$ cat src/rtl/coh_bus_ctrl.sv
// coh_bus_ctrl: N-way snooping coherence controller and round-robin RAM arbiter
module coh_bus_ctrl #(
  parameter int CPUS = 2,
  parameter int AW = 32
) (
  input  logic                CLK,
  input  logic                RST,
  input  logic [CPUS-1:0]     iREN,
  input  logic [CPUS*AW-1:0]  iaddr,
  output logic [CPUS-1:0]     iwait,
  output logic [CPUS*AW-1:0]  iload,
  input  logic [CPUS-1:0]     dREN,
  input  logic [CPUS-1:0]     dWEN,
  input  logic [CPUS*AW-1:0]  daddr,
  input  logic [CPUS*AW-1:0]  dstore,
  output logic [CPUS-1:0]     dwait,
  output logic [CPUS*AW-1:0]  dload,
  input  logic [CPUS-1:0]     cctrans,
  input  logic [CPUS-1:0]     ccwrite,
  output logic [CPUS-1:0]     ccwait,
  output logic [CPUS-1:0]     ccinv,
  output logic [CPUS*AW-1:0]  ccsnoopaddr,
  output logic                ramREN,
  output logic                ramWEN,
  output logic [AW-1:0]       ramaddr,
  output logic [AW-1:0]       ramstore,
  input  logic [AW-1:0]       ramload,
  input  logic [1:0]          ramstate
);
  localparam int IW = CPUS > 1 ? $clog2(CPUS) : 1;
  localparam logic [1:0] ACCESS = 2'b10;
  typedef enum logic [1:0] {IDLE, SNOOP, C2C, RAM_XFER} state_t;
  state_t state, state_n;
  logic [IW-1:0] req, sup, cptr, wptr, iptr;
  logic [IW-1:0] req_n, sup_n, cptr_n, wptr_n, iptr_n;
  logic [IW-1:0] cg, wg, ig, dirty;
  logic has_dirty, acc;
  function automatic logic [IW-1:0] pick(input logic [CPUS-1:0] v, input logic [IW-1:0] p);
    logic [IW-1:0] r;
    logic [CPUS-1:0] s;
    r = p;
    for (int k = CPUS - 1; k >= 0; k--) begin
      s = v >> ((int'(p) + k) % CPUS);
      if (s[0]) r = IW'((int'(p) + k) % CPUS);
    end
    return r;
  endfunction
  function automatic logic [IW-1:0] nxt(input logic [IW-1:0] g);
    return IW'((int'(g) + 1) % CPUS);
  endfunction
  assign acc = ramstate == ACCESS;
  assign cg = pick(cctrans, cptr);
  assign wg = pick(dWEN, wptr);
  assign ig = pick(iREN, iptr);
  always_comb begin
    has_dirty = 1'b0;
    dirty = '0;
    for (int j = CPUS - 1; j >= 0; j--)
      if (j != int'(req) && ccwrite[j]) begin
        has_dirty = 1'b1;
        dirty = IW'(j);
      end
  end
  always_comb begin
    state_n = state;
    req_n = req;
    sup_n = sup;
    cptr_n = cptr;
    wptr_n = wptr;
    iptr_n = iptr;
    iwait = '1;
    dwait = '1;
    ccwait = '0;
    ccinv = '0;
    ccsnoopaddr = '0;
    iload = '0;
    dload = '0;
    ramREN = 1'b0;
    ramWEN = 1'b0;
    ramaddr = '0;
    ramstore = '0;
    if (state == IDLE) begin
      if (|cctrans) begin
        ccwait = ~(CPUS'(1) << cg);
        req_n = cg;
        state_n = SNOOP;
      end else if (|dWEN) begin
        ramWEN = 1'b1;
        ramaddr = daddr[int'(wg)*AW +: AW];
        ramstore = dstore[int'(wg)*AW +: AW];
        dwait[wg] = !acc;
        wptr_n = acc ? nxt(wg) : wptr;
      end else if (|iREN) begin
        ramREN = 1'b1;
        ramaddr = iaddr[int'(ig)*AW +: AW];
        iwait[ig] = !acc;
        iload[int'(ig)*AW +: AW] = acc ? ramload : '0;
        iptr_n = acc ? nxt(ig) : iptr;
      end
    end else begin
      // every non-requester keeps seeing the snoop for the whole transaction
      for (int j = 0; j < CPUS; j++)
        if (j != int'(req)) begin
          ccsnoopaddr[j*AW +: AW] = daddr[int'(req)*AW +: AW];
          ccwait[j] = cctrans[req];
          ccinv[j] = ccwrite[req];
        end
      if (state == SNOOP) begin
        state_n = !cctrans[req] ? IDLE : has_dirty ? C2C : RAM_XFER;
        sup_n = (cctrans[req] && has_dirty) ? dirty : sup;
      end else if (state == C2C) begin
        ramWEN = dWEN[sup];
        ramaddr = daddr[int'(req)*AW +: AW];
        ramstore = dstore[int'(sup)*AW +: AW];
        dload[int'(req)*AW +: AW] = dstore[int'(sup)*AW +: AW];
        dwait[req] = !acc;
        dwait[sup] = !acc;
      end else begin
        ramREN = dREN[req];
        ramWEN = dWEN[req];
        ramaddr = daddr[int'(req)*AW +: AW];
        ramstore = dstore[int'(req)*AW +: AW];
        dload[int'(req)*AW +: AW] = ramload;
        dwait[req] = !acc;
      end
      if (state != SNOOP && !cctrans[req]) begin
        state_n = IDLE;
        cptr_n = nxt(req);
      end
    end
  end
  always_ff @(posedge CLK) begin
    if (RST) begin
      state <= IDLE;
      req <= '0;
      sup <= '0;
      cptr <= '0;
      wptr <= '0;
      iptr <= '0;
    end else begin
      state <= state_n;
      req <= req_n;
      sup <= sup_n;
      cptr <= cptr_n;
      wptr <= wptr_n;
      iptr <= iptr_n;
    end
  end
endmodule
$ cat config.mk
export PLATFORM = sky130hd
export DESIGN_NAME = coh_bus_ctrl
export DESIGN_NICKNAME = d
export VERILOG_FILES = /design/src/rtl/coh_bus_ctrl.sv
export SDC_FILE = /design/constraint.sdc
export NUM_CORES = 1
export LEC_CHECK = 0
export ABC_AREA = 0
export BUFFER_PORTS_ARGS = -buffer_cell sky130_fd_sc_hd__clkbuf_2
export CORE_AREA = 2 2 197 199
export CTS_CLUSTER_DIAMETER = 60
export DETAILED_ROUTE_END_ITERATION = 7
export DIE_AREA = 0 0 199 201
export PLACE_DENSITY = 0.36
export SLEW_MARGIN = 5
export SYNTH_ARGS = -nofsm -noshare
export SYNTH_HDL_FRONTEND = slang
export SYNTH_SLANG_ARGS = --single-unit
$ cat constraint.sdc
create_clock -name CLK -period 2.3 [get_ports CLK]
set_input_delay 0.345 -clock CLK [delete_from_list [all_inputs] [get_ports CLK]]
set_output_delay 0.345 -clock CLK [all_outputs]
set_load 0.05 [all_outputs]
## Yosys cells after proc, flatten, opt, wreduce, memory -nomap -nowiden

Cells that the tools add are included.
Widths: inputs -> output; s select.

- Equal/unequal tests: 5
- Shift operators: 18
- Reductions and logical operators: 21
- Bitwise gates (word level): 17
- Muxes and demuxes: 82
- $add $sub $neg: 8
- $lt $le $gt $ge: 8

Operators with widths:

| cell | number |
|---|---|
| $mux 64 | 8 |
| $mux 32 | 13 |
| $shiftx 64x7->32 | 6 |
| $and 64x64->64 | 3 |
| $shiftx 32x33->64 | 3 |
| $shift 32x33->64 const A | 2 |
| $shr 2x32->1 | 3 |
| $neg 6->33 | 2 |
| $mux 1 | 39 |
| $mux 2 | 17 |
| $logic_and 1x1->1 | 8 |
| $lt 1x2->1 const B | 4 |
| $not 2->2 | 4 |
| $add 1x1->1 const B | 6 |
| $or 2x2->2 | 3 |
| $reduce_and 2->1 | 3 |
| $reduce_or 2->1 | 3 |
| $shr 2x1->1 | 3 |
| $reduce_and 5->1 | 1 |
| $demux 1 s1 | 4 |
| $eq 2x2->1 const B | 2 |
| $ge 1x1->1 const B | 4 |
| $ne 2x1->1 const B | 2 |
| $not 1->1 | 4 |
| 9 further kinds | 12 |

- Register bits: 7
- Word-level logic and storage cells: 165

## Logic depth before layout (Yosys ltp)

- Depth after elaboration: 15
- Mapped depth: 7
- Depth with buffers taken out: 5

## Worst setup path after synthesis

Ideal clock, no wire load.

- Path type: register to output
- Start: register state[1]
- End: output ccwait[1]
- Stages on the path, launching flop included: 5
- Slack: -185 ps
- Path buffers: 1
- Data required time: 1955 ps
- Data arrival time: 2140 ps
- Path through: dfxtp_1 -> buf_2 -> nor2_1 -> nor2b_1 -> a311oi_1

- Word-level cells in the longest chain between the ends: 2

RTL lines:

| element | line | source |
|---|---|---|
| start: declaration | 33 | `state_t state, state_n;` |
| start signal: assignment | 141 | `state <= state_n;` |
| $logic_not 2->1 | 82 | `if (state == IDLE) begin` |
| $mux 2 | 82 |  |
| end: declaration | 20 | `output logic [CPUS-1:0] ccwait,` |

Every way passes these cells.

## Final worst setup path

- Start: register state[0]
- End: output ramstore[28]

- Word-level cells in the longest chain between the ends: 4
- Elaborated cells on any way between the ends: 6
- Classes of those cells: eq/ne (2); mux (3); reduce/logical (1)

RTL lines:

| element | line | source |
|---|---|---|
| $eq 2x2->1 | 111 | `end else if (state == C2C) begin` |
| $mux 32 | 111 |  |
| $mux 32 | 108 | `if (state == SNOOP) begin` |
| $mux 32 * | 82 |  |
| end: declaration | 26 | `output logic [AW-1:0] ramstore,` |

Every way passes the cells marked *; elsewhere a longest branch is shown, timed or not.

==> run metrics <==
status=complete, but fails checks; failing checks=setup timing; die width=199 µm; Worst Setup Start Kind=flip-flop; post-place setup slack=-0.0323 ns; initial antenna violation count=3; Non-Filler Instances=about 1700; H-tree Lvls=1; routability congestion estimate=0.866; pin count of the biggest net entering global routing=45; drt first pass iters=4; Worst Max-Slew Pin Slew=0.474 ns; initial core utilization=12.6%; I/O Buffers=503; via count=7300; WL final=~33000 µm; TritonCTS Buffers=3; sequential share of the synthesized area=2.92%; Synth async-reset ratio=0%; Cells after DPL=1683; Synth Instances=688; vias in the first global route=6909; GRT Total Usage=between 10 and 15%; Peak Freq=0.429 GHz; Fin. Hold Viols=0; synth unique cells=37; period utilisation layout=101%; Slew Viols, Final=0; Max transition margin=68.4%; Clock Latency Late Sink=around 0.23 ns; fin util=29.0%; pwr/cell area=roughly 270 mW/mm²; Die Ht=201 µm; crit path time final=around 2.3 ns; post-route cell area=0.0111 mm²; RSZ-0062 raised after global routing=true; Detailed Place HPWL=24400 µm; first-pass GRT wire length=43800 µm; WHS=0.421 ns; setup ws final=-0.0336 ns; Crit Path Max Fanout=9; top_reg_cell synth=dfxtp_1; Ys Warns=0; drc violations=0; setup TNS=-0.137 ns; vias per cell=roughly 4.3; CP Data Required Time=roughly 2.0 ns; share of the synthesized area in the top cell type=approximately 34%; grt total ovfl=0; clock tree from TritonCTS=done; starting DRC count in detailed routing=268; core area=~0.038 mm²; Clock Tree Buf Depth=2; Filler Cells Inserted=4149; CP Capture Type=output pin; placed inst area=0.00962 mm²; number of cell rows=between 70 and 80; Final setup viols=10; Post-synth EDFFs=0; CTS Sinks=7; CP Class=reg -> out; Net Count, Synth=926; Max VDD drop=0.000177 V; Synth area leader=mux2i_1; max cap viols=0; Mean Syn Cell Area=6.98 µm²; Mapped Area=0.00480 mm²; root buffer cell=clkbuf_16; # nets final=1428; total power=2.94 mW; share of layout cells above drive strength 1=60.4%; clk_skew=0.00191 ns; Worst Hold Class=in -> reg; Post-DRT Antenna Nets=0; Static Leakage=5.13 nW; Synth area leaders=mux2i_1, and2_1, nor2_1, mux2_2, o221ai_1; synthesized flop and latch total=7; full die area=between 0.03 and 0.04 mm²; Syn-to-layout area delta=131%; CTS clk-pin slew, worst paths=0.04 ns; IO Pins=504; crit path DAT=1.99 ns; WL/cell=~19 µm
[power by group]
group	switching [mW]	internal (mW)
clock network	0.0679	0.228
logic	1.50	1.00
registers	0.0156	0.131
[worst max-delay path: stages (launching register included)]
cell and delay (ns):
dfxtp_4 0.35, nor4_4 0.36, buf_4 0.18, o21ai_4 0.11, buf_12 0.17, clkbuf_16 0.17, o22ai_1 0.17, buf_4 0.23
[cell usage in the layout (no fill, tap or decap), types with 2 or more instances in the layout]
cell	instances
a21oi_1	36
and2_1	73
and2_4	58
and4_4	3
buf_12	113
buf_2	4
buf_4	61
buf_6	22
buf_8	38
clkbuf_16	8
clkbuf_2	315
clkbuf_4	2
clkbuf_8	3
dfxtp_1	3
dfxtp_2	3
inv_1	6
mux2_2	32
mux2i_1	163
nand2_1	39
nand2b_1	2
nand2b_2	2
nor2_1	99
nor2_2	4
nor2b_1	4
o211ai_1	2
o21a_1	2
o21ai_0	6
o221ai_1	15
o221ai_2	12
o221ai_4	5
o22ai_1	10
o22ai_2	18
o22ai_4	4
[layer usage]
metal  wire length, µm  vias to the layer above  GRT usage [%]
met5                21                        -              0
met4               485                        4           2.85
met3              2170                       36           2.96
met2             17000                      312           26.4
met1             13300                     3478           17.4
li1                  -                     3470              -
[timing repair]
| action | 4_1_cts | 5_1_grt |
|---|---|---|
| hold buffers | 0 | 0 |
| buffers inserted | 3 | 9 |
| setup endpoints to repair | 116 | 160 |
| resized for setup | 76 | 343 |
| pin swaps | 2 | 20 |
| cloned | 2 | 6 |
[flip-flops by register name, indices dropped and copies added, names as in the netlist]
register	count
cptr	1
state	2
sup	1
iptr	1
req	1
wptr	1
[cells in the mapped netlist, drive strengths merged, types with 2 or more instances]
cell type	instances
a21oi	37
a311oi	2
and2	131
and3	2
buf	38
clkbuf	30
dfxtp	7
inv	6
maj3	2
mux2	32
mux2i	164
nand2	39
nand2b	4
nor2	103
nor2b	5
o211ai	2
o21a	2
o21ai	8
o221ai	32
o22ai	32
[worst paths after layout]
kind,cells past startpoint,slack (ns),start,endpoint
worst min-delay path,2,0.42,RST,state[0]
worst min register to register,2,0.50,iptr,iptr
worst max-delay path,7,-0.03,state[0],ramstore[28]
worst max register to register,6,0.67,state[0],iptr
[cell type report]
cell class / instances / area (µm²) / share of cell area (%)
antenna: 1 / 2.50 / 0.0226
clock buffer: 3 / 75.1 / 0.678
clock inverter: 1 / 5.00 / 0.0452
inverter: 7 / 26.3 / 0.237
multi-input combinational: 608 / 4850 / 43.8
sequential: 7 / 148 / 1.33
tap: 518 / 648 / 5.86
timing repair buffer: 563 / 5320 / 48.0
[logic make-up (layout without fill, tap and decap cells)]
logic type | Yosys count | count (layout) | share of synthesized area, %
mux | 196 | 196 | 41.7
compound gates | 119 | 119 | 16.4
buf+inv | 75 | 574 | 7.82
simple gates | 289 | 291 | 30.7
fa+ha+maj | 2 | 2 | 0.417
other cells | 0 | 1 | 0
flops | 7 | 7 | 2.92
Note: power is estimated with default switching activity, not from simulation.
